### src/rtl/fetch_queue.sv
// Fetch-to-decode instruction queue: DEPTH-entry circular FIFO of 81-bit fetch packets.
// Latency: an entry enqueued at edge N is presented to decode in cycle N+1; there is no bypass.
// Backpressure: fq_stall whenever the registered count is full; decode_stall holds the head entry in place.
module fetch_queue #(
  parameter int DEPTH = 4
) (
  input  logic                         clk,
  input  logic                         rst,
  input  logic                         fetch_valid,
  input  logic                         fetch_error,
  input  logic [30:0]                  fetch_addr,
  input  logic [31:0]                  fetch_insn,
  input  logic [15:0]                  fetch_bptag,
  input  logic                         fetch_bptaken,
  output logic                         fq_stall,
  output logic                         fetch_de_valid,
  output logic                         fetch_de_error,
  output logic [30:0]                  fetch_de_addr,
  output logic [31:0]                  fetch_de_insn,
  output logic [15:0]                  fetch_de_bptag,
  output logic                         fetch_de_bptaken,
  input  logic                         decode_stall,
  input  logic                         rob_flush,
  output logic [$clog2(DEPTH+1)-1:0]   fq_count
);

  localparam int PW = $clog2(DEPTH);
  localparam int CW = $clog2(DEPTH+1);

  typedef struct packed {
    logic        error;
    logic [30:0] addr;
    logic [31:0] insn;
    logic [15:0] bptag;
    logic        bptaken;
  } entry_t;

  entry_t          mem_q [DEPTH];
  logic [PW-1:0]   head_q, head_d;
  logic [PW-1:0]   tail_q, tail_d;
  logic [CW-1:0]   count_q, count_d;
  logic            enq, deq;
  entry_t          wr_dat;
  entry_t          rd_dat;

  // Handshake qualification: full and flush both block enqueue; flush also hides the head.
  always_comb begin
    fq_stall       = (count_q == CW'(DEPTH));
    fetch_de_valid = (count_q != '0) && !rob_flush;
    enq            = fetch_valid && !fq_stall && !rob_flush;
    deq            = fetch_de_valid && !decode_stall;
    wr_dat         = '{error: fetch_error, addr: fetch_addr, insn: fetch_insn,
                       bptag: fetch_bptag, bptaken: fetch_bptaken};
  end

  // Pointer and occupancy next-state; flush clears everything and overrides enq/deq.
  always_comb begin
    head_d  = head_q;
    tail_d  = tail_q;
    count_d = count_q;
    if (rob_flush) begin
      head_d  = '0;
      tail_d  = '0;
      count_d = '0;
    end else begin
      if (enq) tail_d = tail_q + PW'(1);
      if (deq) head_d = head_q + PW'(1);
      count_d = count_q + CW'(enq) - CW'(deq);
    end
  end

  // Pointer and count registers, cleared asynchronously.
  always_ff @(posedge clk or negedge rst) begin
    if (!rst) begin
      head_q  <= '0;
      tail_q  <= '0;
      count_q <= '0;
    end else begin
      head_q  <= head_d;
      tail_q  <= tail_d;
      count_q <= count_d;
    end
  end

  // Entry storage carries no reset; only the pointers define what is valid.
  always_ff @(posedge clk) begin
    if (enq) mem_q[tail_q] <= wr_dat;
  end

  // Head entry drives decode directly from storage.
  always_comb begin
    rd_dat           = mem_q[head_q];
    fetch_de_error   = rd_dat.error;
    fetch_de_addr    = rd_dat.addr;
    fetch_de_insn    = rd_dat.insn;
    fetch_de_bptag   = rd_dat.bptag;
    fetch_de_bptaken = rd_dat.bptaken;
    fq_count         = count_q;
  end

endmodule

### config.mk
export PLATFORM = sky130hd
export DESIGN_NAME = fetch_queue
export DESIGN_NICKNAME = d
export VERILOG_FILES = /design/src/rtl/fetch_queue.sv
export SDC_FILE = /design/constraint.sdc
export NUM_CORES = 1
export LEC_CHECK = 0
export CAP_MARGIN = 20
export CORE_ASPECT_RATIO = 0.75
export CORE_MARGIN = 1
export CORE_UTILIZATION = 45
export DETAILED_ROUTE_END_ITERATION = 12
export MAX_ROUTING_LAYER = met4
export PLACE_DENSITY_LB_ADDON = 0.05
export SYNTH_ARGS = -nofsm -noshare
export SYNTH_HDL_FRONTEND = slang
export SYNTH_SLANG_ARGS = --single-unit
### constraint.sdc
create_clock -name clk -period 4.25 [get_ports clk]
set_input_delay 0.6375 -clock clk [delete_from_list [all_inputs] [get_ports clk]]
set_output_delay 0.6375 -clock clk [all_outputs]
set_load 0.005 [all_outputs]
* Word level (Yosys, flattened, before mapping)
Memory sizes are Yosys's and may differ from the RTL's.
Cells that the tools add are included.
** Word-level totals
- Register bits :: 7
- Bits in writable memories :: 324
- Input port bits :: 86
- Word-level logic and storage cells :: 26
- Memories :: 1
** Memories
- mem_q :: depth 4, bits a word 81, read ports 1, clocked after memory_dff 0, wr ports 1, line 38 : entry_t mem_q [DEPTH];
** Cells by class
- Add/subtract/negate cells :: 4
- Equal/unequal tests :: 1
- Muxes and demuxes :: 7
- Reduce and logical (&&, ||, !) cells :: 10
** Operator list (count)
- 2-bit two-way mux :: 4
- 2-bit by 1-bit adder with 2-bit output (second input constant) :: 2
- 1-bit logical AND :: 4
- 2-bit nonzero test :: 2
- 3-bit by 1-bit adder with 3-bit output :: 1
- 3-bit == test (second input constant) :: 1
- 1-bit logical NOT :: 3
- 3-bit two-way mux :: 1
- 3-bit nonzero test :: 1
- 3-bit by 1-bit subtractor with 3-bit output :: 1
- 1-bit two-way mux :: 2

* Depth between registers and ports, before layout
- Word-level depth :: 7
- Mapped depth :: 10
- Gate-level depth less buffers :: 10

* Least setup slack after synthesis
Ideal clock, no wire load.
- Kind :: input port to flip-flop
- Start :: input rob_flush
- End :: memory mem_q[0][0] (netlist bit) (enable)
- Library setup time :: 0.448 ns
- Arrival :: 3.068 ns
- Required time :: 3.802 ns
- Slack :: 0.734 ns
- Cell stages on the path :: 3
- Buffers on the path :: 1
- Cell sequence :: clkbuf_1 -> nor3_1 -> and2_1
** Between the ends
- Longest elaborated chain between the ends :: 4
** Ends and longest elaborated chain
- start, declared :: line 23 : input logic rob_flush,
- 1-bit logical NOT :: line 50 : enq = fetch_valid && !fq_stall && !rob_flush;
- 1-bit logical AND :: line 50
- 1-bit two-way mux :: line 87 : if (enq) mem_q[tail_q] <= wr_dat;
- 1-bit two-way mux (implied by the code) :: line 87
- end, declared :: line 38
No other way between the ends.

* Final worst setup path
- Start :: register head_q[0]
- End :: output fetch_de_addr[18]
** Between the ends
- Longest elaborated chain between the ends :: 1
** Ends and longest elaborated chain
- start, declared :: line 39 : logic [PW-1:0] head_q, head_d;
- start signal, assigned :: line 75 : head_q <= '0;
- start signal, assigned :: line 79 : head_q <= head_d;
- memory 4 x 81 bit
- end, declared :: line 18 : output logic [30:0] fetch_de_addr,
No other way between the ends.

==> impl_metrics.yaml <==
outcome:
  outcome: "complete, no violations"
synthesis:
  ys_warn_count: 0
  syn_inst: 471
  syn-cell-area_mm2: 0.0122
  synth_nets: 564
  synth_cell_type_count: 23
  yosys_register_bits: 331
  yosysSeqAreaShare_pct: 81.5
  synth_area_per_cell_um2: 25.8
clock_network:
  cts_root_buf: "clkbuf_16"
  clkLatencyLatePin_ns: 0.49
  cts_tree: "done"
  ctsHtreeMaxLevel: 2
  clkTransAtPathRegs_ns: 0.06
  post-cts-setup-buffers: 0
  cts_resized: 0
  cts_buffers: 34
  cts.sinks: 331
  cts_hold_buf: 0
  clockBufferDepth: 3
detailed_routing:
  num_vias: 5472
  drc_errors: 0
  wl_um: 23200
  drt_first_iter_violations: 263
  first_pass_iters: 4
  routedWlPerCell_um: 22.3
  antenna_left: 0
  viasPerCell: 5.27
finish:
  seq_area_mm2: 0.00991
  drive_above_1_share_pct: 20.2
  layout_common_cells: "324 x edfxtp_1, 171 x clkdlybuf4s50_1, 81 x mux4_2"
  areaGrowthSynthToFinish_pct: 26.2
  final_common_cell: "edfxtp_1"
  fill_cells: 1893
  nNetsFinal: 763
  multi_input_area_mm2: 0.00209
  final_area_mm2: 0.0153
worst_setup_path:
  slowest_delay_ns: 0.78
  cp.arrival_ns: 2.74
  slowest_stage: "dfrtp_4"
  cp_top_family: "buffers and inverters"
  crit_buf_inv: 2
  worstPathCellList: "buf_12, mux4_2, clkdlybuf4s50_1"
  reg2regPathDepth: 10
  rr_startpoint: "fq_count[2]"
  crit_required_ns: 3.61
  end_kind: "output port"
  reg2reg_setup_slack_ns: 1.85
  critPathMaxFanout: 34
  r2r-end: "fq_count[2]"
  worstSetupPathType: "register to output port"
  startpoint_type: "register"
timing:
  hold_viol: 0
  fmax_ghz: 0.296
  min_period_ns: 3.38
  finalSetupViolCount: 0
  final.period_utilization_pct: 79.5
  tightest_slew_ns: 0.782
  slew_viol_final: 0
  relSlewSlack_pct: 47.8
  grt_setup_unrepaired: "false"
  tns_ns: 0
  clock_skew_ns: 0.0115
global_route:
  grt_max_degree: 51
  antenna_found_initial: 3
  gr-total-overflow: 0
  track_usage_pct: 18.0
  grt_pass1_wl_um: 35200
  grt_pass1_vias: 5992
power_and_ir_drop:
  vdd_drop_max_mv: 0.349
  cellInternalPower_mw: 6.32
  power_frac_seq_pct: 47.6
  power.switching_mw: 1.84
  swShare_pct: 22.6
  powerDensity_mw_per_mm2: 532
  clock_power_share_pct: 32.9
  power_leakage_nw: 4.84
  comb_power_share_pct: 19.5
placement:
  place.port_buffers: 171
  place_congestion: 0.734
  hpwlAfterDp_um: 13900
  placed_area_mm2: 0.0143
die:
  die_area_mm2: 0.0277
  start_util_pct: 46.3
  io_pins: 172
  core-area_mm2: 0.0262
  dieWidth_um: 192
  die_h_um: 144
  rows: 51
job:
  maxCapViolCount: 0
min_path:
  hold_class: "primary input to asynchronous set/reset pin"
[logic make-up after synthesis]
group / after synthesis / synth area share, %
flops: 331 / 81.5
mux: 84 / 15.3
buf+inv: 26 / 1.41
simple gates: 19 / 0.844
fa+ha+maj: 7 / 0.782
compound gates: 2 / 0.0823
xor+xnor: 2 / 0.144
[synthesized netlist by cell type]
master | number | area, um^2
inv_1 | 7 | 26.3
nor2b_1 | 1 | 6.26
mux4_2 | 81 | 1820
nand2b_1 | 1 | 6.26
ha_1 | 6 | 75.1
xor2_1 | 1 | 8.76
mux2i_1 | 3 | 30.0
nor3b_2 | 1 | 12.5
nand2_1 | 3 | 11.3
o21ai_0 | 1 | 5.00
buf_4 | 1 | 7.51
nor2_1 | 4 | 15.0
fa_1 | 1 | 20.0
clkbuf_1 | 2 | 7.51
dfrtp_1 | 7 | 175
and2_1 | 4 | 25.0
buf_2 | 8 | 40.0
or3_1 | 1 | 6.26
buf_6 | 8 | 90.1
edfxtp_1 | 324 | 9730
nor3_1 | 4 | 20.0
a21oi_1 | 1 | 5.00
xnor2_1 | 1 | 8.76
[state kept, by name, summed over array words and instances (netlist names)]
register	cells
fq_count	3
head_q	2
tail_q	2
mem_q	324
[metal layers]
layer / GRT usage, % / up-vias / wire [um]
li1: - / 2422 / -
met1: 24.0 / 2844 / 10300
met2: 27.4 / 166 / 10900
met3: 4.56 / 40 / 1560
met4: 5.35 / 0 / 503
met5: - / - / 0
[power by group through the flow]
stage               Clock [mW]  Combinational (mW)  Sequential (mW)
global placement             0                1.62             3.95
global route              2.89                1.71             3.91
CTS                       2.75                1.63             3.89
floorplan                    0               0.867             3.88
detailed placement           0                1.62             3.96
finish                    2.68                1.59             3.89
[metrics by stage]
stage                     utilization (%)  cells  hold WS [ns]  total power, mW  setup slack (ns)
after detailed placement             54.7    978         0.590             5.58              1.11
after global placement               54.7    978         0.572             5.57              1.23
after global routing                 58.5   1039         0.430             8.51             0.684
after CTS                            58.5   1036         0.402             8.28             0.780
final                                58.5   1039         0.414             8.16             0.869
after floorplan                         -    471         0.342             4.74             0.734
[worst max-delay path by stage]
| stage | startpoint | to | slack (ns) | cells past startpoint |
|---|---|---|---|---|
| finish | head_q[0] | fetch_de_addr[18] | 0.87 | 3 |
| CTS | head_q[0] | fetch_de_addr[18] | 0.78 | 3 |
| global placement | rob_flush | fq_count[2] | 1.23 | 10 |
| detailed placement | rob_flush | fq_count[2] | 1.11 | 10 |
| global route | head_q[0] | fetch_de_addr[21] | 0.68 | 3 |
| floorplan | rob_flush | mem_q[0][0] | 0.73 | 3 |
[final cells by class]
cell class,instances,area share (%)
diodes,3,0.0489
repair buffers,182,12.3
clock buffers,39,5.81
clock inverters,19,0.701
well taps,344,2.80
inverters,7,0.171
multi-input cells,114,13.6
flip-flops and latches,331,64.6
Note: power is estimated with default switching activity, not from simulation.
